[config.mk]
export PLATFORM = sky130hd
export DESIGN_NAME = instr_fetch_flat
export DESIGN_NICKNAME = d
export VERILOG_FILES = /design/src/rtl/instr_fetch_if.sv /design/src/rtl/instr_fetch.sv /design/src/flat_wrapper.sv
export SDC_FILE = /design/constraint.sdc
export NUM_CORES = 1
export LEC_CHECK = 0
export ABC_CLOCK_PERIOD_IN_PS = 2200
export CAP_MARGIN = 20
export CORE_MARGIN = 8
export CORE_UTILIZATION = 45
export CTS_BUF_LIST = sky130_fd_sc_hd__clkbuf_4 sky130_fd_sc_hd__clkbuf_8
export CTS_CLUSTER_DIAMETER = 150
export DETAILED_ROUTE_END_ITERATION = 10
export PLACE_DENSITY = 0.82
export SLEW_MARGIN = 30
export SYNTH_ARGS = -nofsm -noshare
export SYNTH_HDL_FRONTEND = slang
export SYNTH_SLANG_ARGS = --single-unit
[constraint.sdc]
create_clock -name clk -period 2.2 [get_ports clk]
set_input_delay 0.55 -clock clk [delete_from_list [all_inputs] [get_ports clk]]
set_output_delay 0.55 -clock clk [all_outputs]
set_load 0.005 [all_outputs]
[src/rtl/instr_fetch_if.sv]
`default_nettype none
// ============================================================================
// Module      : instr_fetch_if
// Description : Fetch-stage bundle: imem request/response and the
//               instruction handshake toward control.
// Revision    : 1.0
// ============================================================================
interface instr_fetch_if #(
  parameter int XLEN = 32
);
  logic            imem_req;
  logic [XLEN-1:0] imem_addr;
  logic [XLEN-1:0] imem_rdata;
  logic            imem_ack;
  logic [XLEN-1:0] instr;
  logic [10:0]     ctrl_instr;
  logic [XLEN-1:0] pc_out;
  logic            instr_valid;
  logic            instr_ready;
  logic            branch;
  logic            zero;
  logic [XLEN-1:0] branch_target;

  modport master (
    output imem_req, imem_addr, instr, ctrl_instr, pc_out, instr_valid,
    input  imem_rdata, imem_ack, instr_ready, branch, zero, branch_target
  );

  modport slave (
    input  imem_req, imem_addr, instr, ctrl_instr, pc_out, instr_valid,
    output imem_rdata, imem_ack, instr_ready, branch, zero, branch_target
  );
endinterface
`default_nettype wire

[src/rtl/instr_fetch.sv]
`default_nettype none
// ============================================================================
// Module      : instr_fetch
// Description : RV32 fetch stage: PC, one-outstanding imem request, captured
//               word with valid/ready handoff, BEQ redirect on retire.
// Revision    : 1.0
// ============================================================================
module instr_fetch #(
  parameter int              XLEN     = 32,
  parameter logic [XLEN-1:0] RESET_PC = '0,
  parameter int              TIMEOUT  = 15
) (
  input  logic          clk,
  input  logic          rst_n,
  instr_fetch_if.master bus,
  output logic          misalign_err,
  output logic          timeout_err
);

  localparam logic [3:0]      c_timeout = TIMEOUT[3:0];
  localparam logic [XLEN-1:0] c_pc_step = {{(XLEN-3){1'b0}}, 3'd4};

  typedef enum logic [1:0] {
    S_BOOT  = 2'd0,
    S_REQ   = 2'd1,
    S_VALID = 2'd2
  } state_t;

  state_t          r_state;
  state_t          w_state_nxt;
  logic            w_req;
  logic            w_valid;

  logic [XLEN-1:0] r_pc;
  logic [XLEN-1:0] r_instr;
  logic [XLEN-1:0] r_pc_out;
  logic [3:0]      r_wait_cnt;
  logic            r_misalign;
  logic            r_timeout;

  logic            w_capture;
  logic            w_retire;
  logic            w_taken;
  logic            w_misalign;
  logic [XLEN-1:0] w_pc_nxt;
  logic [3:0]      w_wait_inc;

  always_ff @(posedge clk or negedge rst_n) begin
    if (!rst_n) begin
      r_state <= S_BOOT;
    end else begin
      r_state <= w_state_nxt;
    end
  end

  always_comb begin
    w_state_nxt = r_state;
    w_req       = 1'b0;
    w_valid     = 1'b0;
    case (r_state)
      S_BOOT: begin
        w_state_nxt = S_REQ;
      end
      S_REQ: begin
        w_req = 1'b1;
        if (bus.imem_ack) begin
          w_state_nxt = S_VALID;
        end
      end
      S_VALID: begin
        w_valid = 1'b1;
        if (bus.instr_ready) begin
          w_state_nxt = S_REQ;
        end
      end
      default: begin
        w_state_nxt = S_BOOT;
      end
    endcase
  end

  assign w_capture  = (r_state == S_REQ) && bus.imem_ack;
  assign w_retire   = (r_state == S_VALID) && bus.instr_ready;
  assign w_taken    = w_retire && bus.branch && bus.zero;
  assign w_misalign = w_taken && (bus.branch_target[1:0] != 2'b00);
  // Taken targets are forced word-aligned; misalignment is only flagged.
  assign w_pc_nxt   = w_taken ? {bus.branch_target[XLEN-1:2], 2'b00} : r_pc + c_pc_step;
  assign w_wait_inc = (r_wait_cnt == 4'hF) ? 4'hF : r_wait_cnt + 4'd1;

  always_ff @(posedge clk or negedge rst_n) begin
    if (!rst_n) begin
      r_pc       <= RESET_PC;
      r_instr    <= '0;
      r_pc_out   <= '0;
      r_wait_cnt <= '0;
      r_misalign <= 1'b0;
      r_timeout  <= 1'b0;
    end else begin
      if (w_capture) begin
        r_instr  <= bus.imem_rdata;
        r_pc_out <= r_pc;
      end
      if ((r_state == S_REQ) && !bus.imem_ack) begin
        r_wait_cnt <= w_wait_inc;
        if (w_wait_inc == c_timeout) begin
          r_timeout <= 1'b1;
        end
      end
      if (w_retire) begin
        r_pc       <= w_pc_nxt;
        r_wait_cnt <= '0;
        if (w_misalign) begin
          r_misalign <= 1'b1;
        end
      end
    end
  end

  assign bus.imem_req    = w_req;
  assign bus.imem_addr   = r_pc;
  assign bus.instr       = r_instr;
  assign bus.ctrl_instr  = {r_instr[30], r_instr[14:12], r_instr[6:0]};
  assign bus.pc_out      = r_pc_out;
  assign bus.instr_valid = w_valid;
  assign misalign_err    = r_misalign;
  assign timeout_err     = r_timeout;

endmodule
`default_nettype wire

[src/flat_wrapper.sv]
// flat-port wrapper written by rule: the top's interface ports become plain ports
module instr_fetch_flat 
#(
  parameter int              XLEN     = 32,
  parameter logic [XLEN-1:0] RESET_PC = '0,
  parameter int              TIMEOUT  = 15
)
  (clk, rst_n, misalign_err, timeout_err, bus_imem_req, bus_imem_addr, bus_instr, bus_ctrl_instr, bus_pc_out, bus_instr_valid, bus_imem_rdata, bus_imem_ack, bus_instr_ready, bus_branch, bus_zero, bus_branch_target);
  instr_fetch_if #(.XLEN(XLEN)) bus_i ();
  input  logic clk;
  input  logic rst_n;
  output logic misalign_err;
  output logic timeout_err;
  output wire logic [$bits(bus_i.imem_req)-1:0] bus_imem_req;
  output wire logic [$bits(bus_i.imem_addr)-1:0] bus_imem_addr;
  output wire logic [$bits(bus_i.instr)-1:0] bus_instr;
  output wire logic [$bits(bus_i.ctrl_instr)-1:0] bus_ctrl_instr;
  output wire logic [$bits(bus_i.pc_out)-1:0] bus_pc_out;
  output wire logic [$bits(bus_i.instr_valid)-1:0] bus_instr_valid;
  input wire logic [$bits(bus_i.imem_rdata)-1:0] bus_imem_rdata;
  input wire logic [$bits(bus_i.imem_ack)-1:0] bus_imem_ack;
  input wire logic [$bits(bus_i.instr_ready)-1:0] bus_instr_ready;
  input wire logic [$bits(bus_i.branch)-1:0] bus_branch;
  input wire logic [$bits(bus_i.zero)-1:0] bus_zero;
  input wire logic [$bits(bus_i.branch_target)-1:0] bus_branch_target;
  assign bus_imem_req = bus_i.imem_req;
  assign bus_imem_addr = bus_i.imem_addr;
  assign bus_instr = bus_i.instr;
  assign bus_ctrl_instr = bus_i.ctrl_instr;
  assign bus_pc_out = bus_i.pc_out;
  assign bus_instr_valid = bus_i.instr_valid;
  assign bus_i.imem_rdata = bus_imem_rdata;
  assign bus_i.imem_ack = bus_imem_ack;
  assign bus_i.instr_ready = bus_instr_ready;
  assign bus_i.branch = bus_branch;
  assign bus_i.zero = bus_zero;
  assign bus_i.branch_target = bus_branch_target;
  instr_fetch #(.XLEN(XLEN), .RESET_PC(RESET_PC), .TIMEOUT(TIMEOUT)) u_core (.clk(clk), .rst_n(rst_n), .bus(bus_i), .misalign_err(misalign_err), .timeout_err(timeout_err));
endmodule
==> metrics.md <==
| Metric | Value |
|---|---|
| Vias/cell | `5.41` |
| Seq cells post-synth | `100` |
| Final period utilization | `0.948` |
| Flop pwr share | `0.404` |
| Top Ports | `181` |
| Initial cell density of the core | `0.456` |
| Max_slew headroom | `0.523` |
| Fraction of registers with async set or reset after synthesis | `1.00` |
| CP endpoint kind | `output port` |
| Fmax | `480 MHz` |
| GP Congestion | `0.860` |
| Clk buf depth | `2` |
| Fin. max-slew vios | `0` |
| Clk_lat worst skew | `370 ps` |
| Slowest cell delay on critical path | `550 ps` |
| Max cap viols | `0` |
| DR pass1 iterations | `5` |
| Clk sink count | `100` |
| Crit path required time | `1650 ps` |
| GRT Total Usage | `0.194` |
| Fin crit period | `2090 ps` |
| Clock power frac | `0.127` |
| GRT overflow | `0` |
| Cts hold-fix bufs | `0` |
| Die height | `118 µm` |
| Detail Route Antenna Nets | `0` |
| Post-synth EDFFs | `0` |
| Total die area | `13800 µm²` |
| Logic pwr share | `0.469` |
| Final Skew | `12.7 ps` |
| GRT Max-Usage Layer | `met2` |
| Startpoint Class | `flop` |
| CTS buffer count | `9` |
| Wire length of the first global-routing pass | `22.1 mm` |
| CTS tree | `yes` |
| Drt drc | `0` |
| Final Hold Fails | `0` |
| Commonest non-fill, non-tap cell in the layout | `clkdlybuf4s50_1` |
| Worst Max-Slew Pin Slew | `716 ps` |
| RSZ-0062 raised after global routing | `false` |
| Fin nets | `650` |
| Port Buffer Count | `176` |
| Area delta synth->final | `45.3%` |
| Critical Path Fanout Max | `4` |
| Largest net degree at the start of global routing | `59` |
| Die width | `118 µm` |
| H-tree depth | `3` |
| Synthesized netlist cell count | `408` |
| Setup Crit Path Kind | `flop to output port` |
| Worst-path cell chain | `nor2b_2, clkdlybuf4s50_1` |
| Routed WL per cell | `18.4 µm` |
| Ant. Diodes | `0` |
| Arrival time worst endpoint | `1540 ps` |
| Power Density | `1300 nW/µm²` |
| Clock root buffer | `clkbuf_8` |
| Register area share after synthesis | `0.539` |
| Pwr Total | `8730 µW` |
| P_int | `5840 µW` |
| Final Setup Violations | `0` |
| HPWL after detailed placement | `10.1 mm` |
| Synth Flop Type | `dfrtp_1` |
| Post-Syn Area | `4640 µm²` |
| Met1 usage | `0.239` |
| Syn avg cell area | `11.4 µm²` |
| Final wirelength | `13.2 mm` |
| DR iter-0 viols | `242` |
| Sum Neg Setup Slack | `0 ps` |
| Worst hold path class | `input port to async pin` |
| Clock-pin slew on the worst setup and hold paths | `100 ps` |
| Status | `complete, no violations` |
| Row Count | `37` |
| Most frequent cells in the layout | `clkdlybuf4s50_1, dfrtp_1, mux2_2` |
| Antenna violations before repair | `0` |
| FILL cells | `757` |
| Net Sw Frac | `0.331` |
| Psw | `2890 µW` |
| Distinct cells, synth | `49` |
| Worst vdd ir | `576 µV` |
| Vias in the first global route | `4077` |
| Routed vias | `3886` |
| Share of cells above drive strength 1 | `0.187` |
| M2 GR Usage | `0.316` |
| Leak | `0.00277 µW` |
| Core area | `10200 µm²` |
| Critical Path Slowest Stage Cell | `clkdlybuf4s50_1` |
| Synthesis Warnings | `0` |
| Routing usage on met3 | `0.0662` |
[routing by layer]
metal  up-vias  share of wire
met3        16          0.091
li1       1806              -
met1      1863           0.42
met2       201           0.47
met5         -              0
met4         0          0.012
[state kept, by name (all words and copies together), names as in the netlist]
signal,cells
u_core.r_wait_cnt,4
u_core.bus.pc_out,30
u_core.misalign_err,1
u_core.bus.instr,32
u_core.r_state,2
u_core.bus.imem_addr,30
u_core.timeout_err,1
[synthesized netlist by cell type, types with 3 or more instances]
library cell    n  area (µm²)
a21oi_1        32         160
buf_2           6        30.0
dfrtp_1       100        2500
nor2b_1         3        18.8
a31oi_1         6        37.5
o22a_1          4        35.0
mux2_2         59         664
inv_1           5        18.8
o22ai_1         9        56.3
nand4_1         7        43.8
a211oi_1        3        22.5
buf_4          16         120
a2bb2oi_1       9        78.8
and3_1          4        25.0
clkbuf_1       17        63.8
nor3_1          6        30.0
nand3_1        13        65.1
a311oi_1        3        26.3
and2_1          4        25.0
nor2_1         25        93.8
nand2_1        28         105
o21ai_0        16        80.1
[power by group through the flow]
stage	clock, µW	sequential, µW	combinational, µW
after floorplan	0	3500	1650
after global placement	0	3500	4060
after detailed placement	0	3570	4160
after CTS	1140	3530	4170
after global routing	1210	3680	4450
final	1110	3530	4090
[worst paths after layout]
| path | start | to | depth (start not counted) | slack, ps |
|---|---|---|---|---|
| max | u_core.r_state[1] | bus_instr_valid | 2 | 110 |
| min | rst_n | u_core.bus.pc_out[15] | 2 | 250 |
| max reg2reg | u_core.bus.imem_addr[2] | u_core.bus.imem_addr[24] | 6 | 300 |
| min reg2reg | u_core.misalign_err | u_core.misalign_err | 1 | 480 |
| max in group asynchronous | rst_n | u_core.bus.pc_out[25] | 2 | 1400 |
| min in group clk | u_core.misalign_err | u_core.misalign_err | 1 | 480 |
[area by class of cell]
cell class	count	area, µm²	area share
sequential	100	2500	0.371
clock buffer	9	124	0.0184
multi-input combinational	265	1920	0.285
timing repair buffer	196	1950	0.289
tap	136	170	0.0252
inverter	6	22.5	0.00334
clock inverter	6	57.6	0.00854
[critical path, delay by kind of cell (launching register included)]
kind,cells,cell delay (ps)
flops,1,400
simple gates,1,220
buf+inv,1,550
[per-stage QoR]
stage               setup WS (ps)  instances  hold slack, ps   util  cell area [µm²]
floorplan                     243        411             254      -             4650
global placement              230        703             466  0.644             6560
detailed placement            219        703             464  0.644             6560
CTS                          24.6        718             261  0.661             6740
global route                 45.7        718             290  0.662             6740
finish                        115        718             248  0.662             6740
[cells by family after synthesis]
| kind of cell | synth area share |
|---|---|
| AO/OA/AOI/OAI | 0.134 |
| adder cells (fa/ha/maj) | 0.00755 |
| buffers and inverters | 0.0518 |
| flip-flops | 0.539 |
| multiplexers | 0.145 |
| other | 0.000808 |
| AND/OR/NAND/NOR | 0.121 |
[repair_timing]
| item | CTS | global route |
|---|---|---|
| resized for setup | 0 | 2 |
| buffers inserted | 0 | 0 |
| setup endpoints to repair | 0 | 2 |
| endpoints found under the hold margin | 0 | 0 |
Power figures use the tool's default switching activity.
